<file path="src/rtl/assoc_cache_ctrl.sv">
// assoc_cache_ctrl: N-way set-associative, write-back, write-allocate
// cache controller with internal tag/data arrays and round-robin victims.
//
// Ports:
//   clock, reset                 rising-edge clock, async active-low reset
//   cpu_req/we/addr/wdata        CPU request (held until cpu_ack)
//   cpu_rdata, cpu_ack, cpu_busy CPU response, one-cycle ack, busy flag
//   mem_req/we/addr/wdata        byte-serial memory burst, one beat/cycle
//   mem_rdata, mem_ready         fill byte, beat transfers when ready
//   hit_cnt, miss_cnt            saturating counters (PERF_CNT_EN)
//
// Optional feature macro: PERF_CNT_EN (counters; tied to 0 otherwise).
module assoc_cache_ctrl #(
    parameter int AWIDTH      = 16,
    parameter int DWIDTH      = 8,
    parameter int WAYS        = 2,
    parameter int SETS        = 8,
    parameter int BLOCK_BYTES = 4
) (
    input  logic              clock,
    input  logic              reset,
    input  logic              cpu_req,
    input  logic              cpu_we,
    input  logic [AWIDTH-1:0] cpu_addr,
    input  logic [DWIDTH-1:0] cpu_wdata,
    output logic [DWIDTH-1:0] cpu_rdata,
    output logic              cpu_ack,
    output logic              cpu_busy,
    output logic              mem_req,
    output logic              mem_we,
    output logic [AWIDTH-1:0] mem_addr,
    output logic [DWIDTH-1:0] mem_wdata,
    input  logic [DWIDTH-1:0] mem_rdata,
    input  logic              mem_ready,
    output logic [15:0]       hit_cnt,
    output logic [15:0]       miss_cnt
);

    localparam int OFFW = $clog2(BLOCK_BYTES);
    localparam int IDXW = $clog2(SETS);
    localparam int TAGW = AWIDTH - IDXW - OFFW;
    localparam int WAYW = (WAYS > 1) ? $clog2(WAYS) : 1;

    typedef enum logic [2:0] {
        IDLE,
        LOOKUP,
        WBACK,
        FILL,
        RESP
    } state_t;

    state_t state, state_n;

    logic [AWIDTH-1:0] q_addr;
    logic              q_we;
    logic [DWIDTH-1:0] q_wdata;

    logic [SETS-1:0]   valid [WAYS];
    logic [SETS-1:0]   dirty [WAYS];
    logic [TAGW-1:0]   tags  [WAYS][SETS];
    logic [DWIDTH-1:0] data  [WAYS][SETS][BLOCK_BYTES];
    logic [WAYW-1:0]   rr_ptr [SETS];

    logic [OFFW-1:0]   beat;
    logic [WAYW-1:0]   victim;
    logic              victim_rr;
    logic [TAGW-1:0]   victim_tag;
    // gap holds mem_req low for one cycle between write-back and fill
    logic              gap;
    // refill marks the re-lookup after a fill so it is not counted
    logic              refill;

    logic [TAGW-1:0]   q_tag;
    logic [IDXW-1:0]   q_idx;
    logic [OFFW-1:0]   q_off;

    logic              hit;
    logic [WAYW-1:0]   hit_way;
    logic              inv_found;
    logic [WAYW-1:0]   inv_way;
    logic [WAYW-1:0]   pick_way;
    logic              last_beat;
    logic              xfer;

    assign q_tag = q_addr[AWIDTH-1 -: TAGW];
    assign q_idx = q_addr[OFFW +: IDXW];
    assign q_off = q_addr[OFFW-1:0];

    assign last_beat = (beat == OFFW'(BLOCK_BYTES - 1));
    assign xfer      = mem_req && mem_ready;

    always_comb begin
        hit       = 1'b0;
        hit_way   = '0;
        inv_found = 1'b0;
        inv_way   = '0;
        for (int w = 0; w < WAYS; w++) begin
            if (!hit && valid[w][q_idx] && tags[w][q_idx] == q_tag) begin
                hit     = 1'b1;
                hit_way = WAYW'(w);
            end
            if (!inv_found && !valid[w][q_idx]) begin
                inv_found = 1'b1;
                inv_way   = WAYW'(w);
            end
        end
        pick_way = inv_found ? inv_way : rr_ptr[q_idx];
    end

    always_comb begin
        mem_req   = 1'b0;
        mem_we    = 1'b0;
        mem_addr  = '0;
        mem_wdata = '0;
        if (state == WBACK) begin
            mem_req   = 1'b1;
            mem_we    = 1'b1;
            mem_addr  = {victim_tag, q_idx, beat};
            mem_wdata = data[victim][q_idx][beat];
        end else if (state == FILL && !gap) begin
            mem_req  = 1'b1;
            mem_addr = {q_tag, q_idx, beat};
        end
    end

    always_comb begin
        state_n = state;
        unique case (state)
            IDLE: begin
                if (cpu_req && !cpu_busy)
                    state_n = LOOKUP;
            end
            LOOKUP: begin
                if (hit)
                    state_n = RESP;
                else if (valid[pick_way][q_idx] && dirty[pick_way][q_idx])
                    state_n = WBACK;
                else
                    state_n = FILL;
            end
            WBACK: begin
                if (xfer && last_beat)
                    state_n = FILL;
            end
            FILL: begin
                if (xfer && last_beat)
                    state_n = LOOKUP;
            end
            RESP: state_n = IDLE;
            default: state_n = IDLE;
        endcase
    end

    always_ff @(posedge clock or negedge reset) begin
        if (!reset) begin
            state      <= IDLE;
            q_addr     <= '0;
            q_we       <= 1'b0;
            q_wdata    <= '0;
            cpu_rdata  <= '0;
            cpu_ack    <= 1'b0;
            cpu_busy   <= 1'b0;
            beat       <= '0;
            victim     <= '0;
            victim_rr  <= 1'b0;
            victim_tag <= '0;
            gap        <= 1'b0;
            refill     <= 1'b0;
            for (int w = 0; w < WAYS; w++) begin
                valid[w] <= '0;
                dirty[w] <= '0;
            end
            for (int s = 0; s < SETS; s++)
                rr_ptr[s] <= '0;
        end else begin
            state   <= state_n;
            cpu_ack <= 1'b0;
            unique case (state)
                IDLE: begin
                    if (cpu_busy) begin
                        cpu_busy <= 1'b0;
                    end else if (cpu_req) begin
                        q_addr   <= cpu_addr;
                        q_we     <= cpu_we;
                        q_wdata  <= cpu_wdata;
                        cpu_busy <= 1'b1;
                        refill   <= 1'b0;
                    end
                end
                LOOKUP: begin
                    if (hit) begin
                        if (q_we)
                            dirty[hit_way][q_idx] <= 1'b1;
                        else
                            cpu_rdata <= data[hit_way][q_idx][q_off];
                    end else begin
                        victim     <= pick_way;
                        victim_rr  <= !inv_found;
                        victim_tag <= tags[pick_way][q_idx];
                        beat       <= '0;
                    end
                end
                WBACK: begin
                    if (xfer) begin
                        beat <= beat + 1'b1;
                        if (last_beat)
                            gap <= 1'b1;
                    end
                end
                FILL: begin
                    gap <= 1'b0;
                    if (xfer) begin
                        beat <= beat + 1'b1;
                        if (last_beat) begin
                            valid[victim][q_idx] <= 1'b1;
                            dirty[victim][q_idx] <= 1'b0;
                            refill <= 1'b1;
                            if (victim_rr)
                                rr_ptr[q_idx] <=
                                    (rr_ptr[q_idx] == WAYW'(WAYS - 1)) ?
                                    '0 : rr_ptr[q_idx] + 1'b1;
                        end
                    end
                end
                RESP: cpu_ack <= 1'b1;
                default: ;
            endcase
        end
    end

    // Tag and data storage carry no reset; valid bits qualify them.
    always_ff @(posedge clock) begin
        if (state == LOOKUP && hit && q_we)
            data[hit_way][q_idx][q_off] <= q_wdata;
        if (state == FILL && xfer) begin
            data[victim][q_idx][beat] <= mem_rdata;
            if (last_beat)
                tags[victim][q_idx] <= q_tag;
        end
    end

`ifdef PERF_CNT_EN
    always_ff @(posedge clock or negedge reset) begin
        if (!reset) begin
            hit_cnt  <= '0;
            miss_cnt <= '0;
        end else if (state == LOOKUP) begin
            if (hit && !refill && hit_cnt != 16'hFFFF)
                hit_cnt <= hit_cnt + 16'd1;
            if (!hit && miss_cnt != 16'hFFFF)
                miss_cnt <= miss_cnt + 16'd1;
        end
    end
`else
    assign hit_cnt  = '0;
    assign miss_cnt = '0;
`endif

endmodule

</file>
<file path="config.mk">
export PLATFORM = sky130hd
export DESIGN_NAME = assoc_cache_ctrl
export DESIGN_NICKNAME = d
export VERILOG_FILES = /design/src/rtl/assoc_cache_ctrl.sv
export SDC_FILE = /design/constraint.sdc
export NUM_CORES = 1
export LEC_CHECK = 0
export ABC_CLOCK_PERIOD_IN_PS = 9220
export CORE_ASPECT_RATIO = 1.2
export CORE_MARGIN = 2
export CORE_UTILIZATION = 45
export CTS_CLUSTER_DIAMETER = 200
export DETAILED_ROUTE_END_ITERATION = 16
export HOLD_SLACK_MARGIN = 0.1
export PLACE_DENSITY = 0.72
export SYNTH_ARGS = -nofsm -noshare
export SYNTH_HDL_FRONTEND = slang
export SYNTH_SLANG_ARGS = --single-unit
</file>
<file path="constraint.sdc">
create_clock -name clock -period 9.22 [get_ports clock]
set_input_delay 1.383 -clock clock [delete_from_list [all_inputs] [get_ports clock]]
set_output_delay 1.383 -clock clock [all_outputs]
set_load 0.01 [all_outputs]
</file>
# After elaboration in Yosys (flattened, before gate mapping)
# Memory sizes are Yosys's and may differ from the RTL's.
# Cells that the tools add are included.
# word_totals
romBits	0
regBits	94
wordCells	211
memories	2
inputBits	37
out_inout_bits	68
latchBits	0
ram_bits	688
# mem_list
memory	depth	width	read_ports	rd_clocked_by_memory_dff	write_ports	line	rtl
data	2	256	2	0	1	61	logic [DWIDTH-1:0] data [WAYS][SETS][BLOCK_BYTES];
tags	2	88	3	0	1	60	logic [TAGW-1:0] tags [WAYS][SETS];
# op_classes
bitwise_logic	13
div	0
n_addsub	2
n_mux	101
shift	0
multipliers	0
n_eq_ne	18
n_lt_le_gt_ge	13
n_reduce_logical	38
# ops
cell	n
$mux 256	4
$reduce_or 256->1	1
$bmux 32 s3	2
$demux 32 s3	2
$mux 32	6
$mux 8	15
$bmux 11 s3	3
$mux 16	6
$mux 88	1
$mux 11	7
$demux 11 s3	1
$bmux 8 s2	2
$demux 8 s2	2
$or 16x16->16	2
$pmux 16 s2	1
$mux 1	30
$eq 11x11->1	2
$logic_and 1x1->1	18
$ne 2x2->1 const B	9
$reduce_and 3->1	6
$and 16x16->16	1
$demux 8 s1	2
$not 16->16	1
$bmux 1 s3	5
other kinds (33)	56

# Longest topological paths before layout
# Gate-level depths: netlist (run 1).
# depth
depth_word	20
ltp_mapped	19
mapped_depth_nobuf	11

# Worst setup path before layout (run 1)
# Ideal clock, no wire load.
# synth_timing
kind	reg2out
startpoint	register q_addr[2]
endpoint	output port mem_wdata[5]
path_slack_ns	4.560
arrival_ns	3.277
n_path_buf	8
stages_incl_launch_ff	14
required_time_ns	7.837
cell_sequence	dfrtp_1 -> buf_6 -> buf_6 -> buf_6 -> clkbuf_1 -> buf_1 -> buf_2 -> buf_1 -> buf_2 -> mux4_2 -> nand3_1 -> o21ai_0 -> a22oi_1 -> a211oi_1
# synth_via
elab_chain_cells	8
# synth_lines
element	line	rtl
start, declared	54	logic [AWIDTH-1:0] q_addr;
start signal, assigned	183	q_addr <= cpu_addr;
$not 3->4 (not written as such)	119	mem_wdata = data[victim][q_idx][beat];
$bmux 32 s3	119	
$mux 32 (not written as such) (2 in series)	119	
$bmux 8 s2	119	
$mux 8 (not written as such) (2 in series)	119	
$mux 8	115	if (state == WBACK) begin
end, declared	32	output logic [DWIDTH-1:0] mem_wdata,
# Every way passes these cells. The select of a mux whose other input is x is not followed.

# Worst setup path in the final report (run 1)
# layout_timing
startpoint	register q_addr[4]
endpoint	output port mem_wdata[4]
# The elaborated chain is that of the path after synthesis.

==> flow_metrics.tcl, run 1 <==
set metrics [dict create \
    worst-path-max-fanout 74 \
    power_density_nw_per_um2 320 \
    dieHeight_um 320 \
    drive_gt1_share_pct 18.8 \
    die_area_um2 85800 \
    fin_crit_ns 8.05 \
    drc 0 \
    root_buffer "clkbuf_16" \
    synth_xor_area_share_pct 0.233 \
    synth-adder-area-share_pct 0.133 \
    startpoint_type "register" \
    grt_overflow 0 \
    num_vias 25418 \
    grt_pass1_vias 25238 \
    netlist-cell-type-count 78 \
    grt_usage_pct 28.3 \
    clock_latency_ns 0.69 \
    drt_iter0_markers 3620 \
    drt-total-wl_um 123000 \
    leakage_uw 0.0153 \
    clk_path_buf_depth 3 \
    synth-seq-cells 782 \
    postCtsHoldBufs 0 \
    vdd_ir_drop_max_v 0.000175 \
    synthCells 2530 \
    synth_top_family_by_area "multiplexers" \
    setup_viol 0 \
    final_cell_mix "edfxtp_1 (688), mux2i_1 (425), o22ai_1 (154), mux4_2 (122), nor2_1 (114)" \
    critical_path_arrival_ns 6.67 \
    finalClockSkew_ns 0.0612 \
    grt_pass1_wl_um 175000 \
    ioPinCount 105 \
    cts_tree "built" \
    yosys_warnings 0 \
    synth.area.mux_share_pct 21.5 \
    syn_area_um2 37600 \
    post_cts_buffers 0 \
    hold_class "register to register" \
    final_hold_viol_count 0 \
    yosys.area_share.simple_pct 5.49 \
    wl_per_cell_um 32.4 \
    antenna_found_initial 4 \
    worstMarginPinSlew_ns 1.36 \
    initial_core_util_pct 45.2 \
    post_cts_resized 0 \
    drv_cap 0 \
    rows 116 \
    avgSynthCellArea_um2 14.8 \
    die_w_um 268 \
    cts_sinks 782 \
    worst-setup-path-type "register to output pin" \
    first_pass_iters 9 \
    fmax_mhz 124 \
    slew_headroom_pct 9.12 \
    status "completed" \
    syn_to_final_growth_pct 12.9 \
    final_core_util_pct 51.1 \
    final_nets 2629 \
    synth_enable_flop_cells 688 \
    fillers 6797 \
    routed_via_density 6.73 \
    final-max-slew-violation-count 0 \
    grt_max_degree 122 \
    synth-compound-area-share_pct 8.11 \
    ys_async_sr_fraction_pct 12.0 \
    clkTransAtPathRegs_ns 0.06 \
    gp_congestion 0.941 \
    final_common_cell "edfxtp_1" \
    port_buffers 72 \
    h-tree-depth 3 \
    dp_hpwl_um 78600 \
    cp-end-kind "output pin" \
    required_ns 7.84 \
    ant_nets 0 \
    seq_area_frac_synth_pct 61.3 \
    fin_crit_sh_pct 87.3 \
    ys.flop_type "edfxtp_1" \
    coreArea_um2 83000 \
    cts_made_buffers 78 \
    setup_tns_ns 0 \
    rsz0062_at_grt "no" \
]
-- power breakdown --
| group | internal, uW | switching, uW |
|---|---|---|
| registers | 4620 | 376 |
| clock network | 2050 | 1490 |
| logic | 1790 | 3260 |
-- through the flow --
step	power [uW]	setup slack [ns]	cell area [um2]	instances	hold slack, ns
floorplan	8000	4.56	37700	2561	0.450
global placement	9840	2.18	39500	3629	0.466
detailed placement	9960	2.16	39500	3629	0.476
CTS	13400	1.46	42400	3774	0.490
global route	13900	1.26	42400	3774	0.506
finish	13600	1.17	42400	3776	0.487
-- kinds of logic (layout without fill, tap and decap cells) --
kind of cell               count (synthesis)  count (layout)
other                                      1              34
adders and majority gates                  4               4
AOI/OAI and AO/OA                        457             457
and+or+nand+nor                          409             409
xor gates and xnor gates                  10              10
buffers and inverters                    231             323
DFF                                      782             782
muxes                                    636             636
-- final cells by class --
class,count,area (um2),area share (%)
sequential,782,23000,54.3
multi-input combinational,1548,13600,32.0
clock buffer,90,2040,4.80
timing repair buffer,162,1480,3.49
tap,1121,1400,3.31
clock inverter,55,825,1.94
inverter,16,60.1,0.142
antenna,2,5.00,0.0118
-- path summary, 6_finish.rpt --
kind                                 from              to  slack (ns)  depth (start not counted)
min in group asynchronous           reset  victim_tag[10]        0.68                          1
max                             q_addr[4]    mem_wdata[4]        1.17                         11
max in group asynchronous           reset          victim        7.11                          2
min                        victim_tag[10]  victim_tag[10]        0.49                          2
min reg2reg                victim_tag[10]  victim_tag[10]        0.49                          2
max reg2reg                     q_addr[4]    cpu_rdata[5]        2.33                         14
-- cell usage after synthesis, types with 13 or more instances --
cell,number,share of area (%)
o22ai_1,154,2.6
nor2_1,114,1.1
nand2b_1,13,0.22
nand2_1,80,0.80
nand3_1,33,0.44
buf_4,48,0.96
nor4_1,17,0.28
mux2i_1,425,11
a22o_1,14,0.33
buf_2,18,0.24
edfxtp_1,688,55
a22oi_1,27,0.54
nor3_1,54,0.72
clkbuf_1,87,0.87
mux4_2,122,7.3
or2_2,18,0.30
buf_1,41,0.41
inv_1,15,0.15
mux2_2,84,2.5
dfrtp_1,94,6.3
o221ai_1,16,0.37
buf_6,19,0.57
o21ai_0,83,1.1
a21oi_1,58,0.77
-- worst max-delay path, stage by stage (launching register included) --
cell and delay [ns]:
dfrtp_4 1.19, buf_4 0.60, nand2b_2 0.65, buf_4 0.48
o22ai_1 0.15, nor4_1 0.84, nor3b_1 0.25, nor4_1 0.48
a21oi_1 0.25, a21oi_1 0.30, nor2_1 0.11, clkdlybuf4s50_1 0.55
-- state kept, by name, indices dropped and copies added, names as in the netlist --
register    flops
data          512
beat            2
q_we            1
cpu_rdata       8
valid          16
tags          176
victim_rr       1
dirty          16
gap             1
victim_tag     11
victim          1
rr_ptr          8
q_addr         16
cpu_ack         1
q_wdata         8
cpu_busy        1
state           3
-- routing by layer --
metal / share of wire [%] / up-vias / GRT usage (%)
met5: 0.029 / - / 0
met4: 8.2 / 6 / 19.9
met3: 11 / 529 / 6.60
met2: 46 / 1924 / 44.5
met1: 35 / 12749 / 34.6
li1: - / 10210 / -
Power figures use the tool's default switching activity.
==> inputs of run 2 (changes only) <==
--- a/config.mk
+++ b/config.mk
@@ -13,6 +13,7 @@
 export DETAILED_ROUTE_END_ITERATION = 16
 export HOLD_SLACK_MARGIN = 0.1
 export PLACE_DENSITY = 0.72
+export SKIP_CTS_REPAIR_TIMING = 1
 export SYNTH_ARGS = -nofsm -noshare
 export SYNTH_HDL_FRONTEND = slang
 export SYNTH_SLANG_ARGS = --single-unit
==> results of run 2 <==
No change in the layout: final DEF, timing and power equal those of run 1.
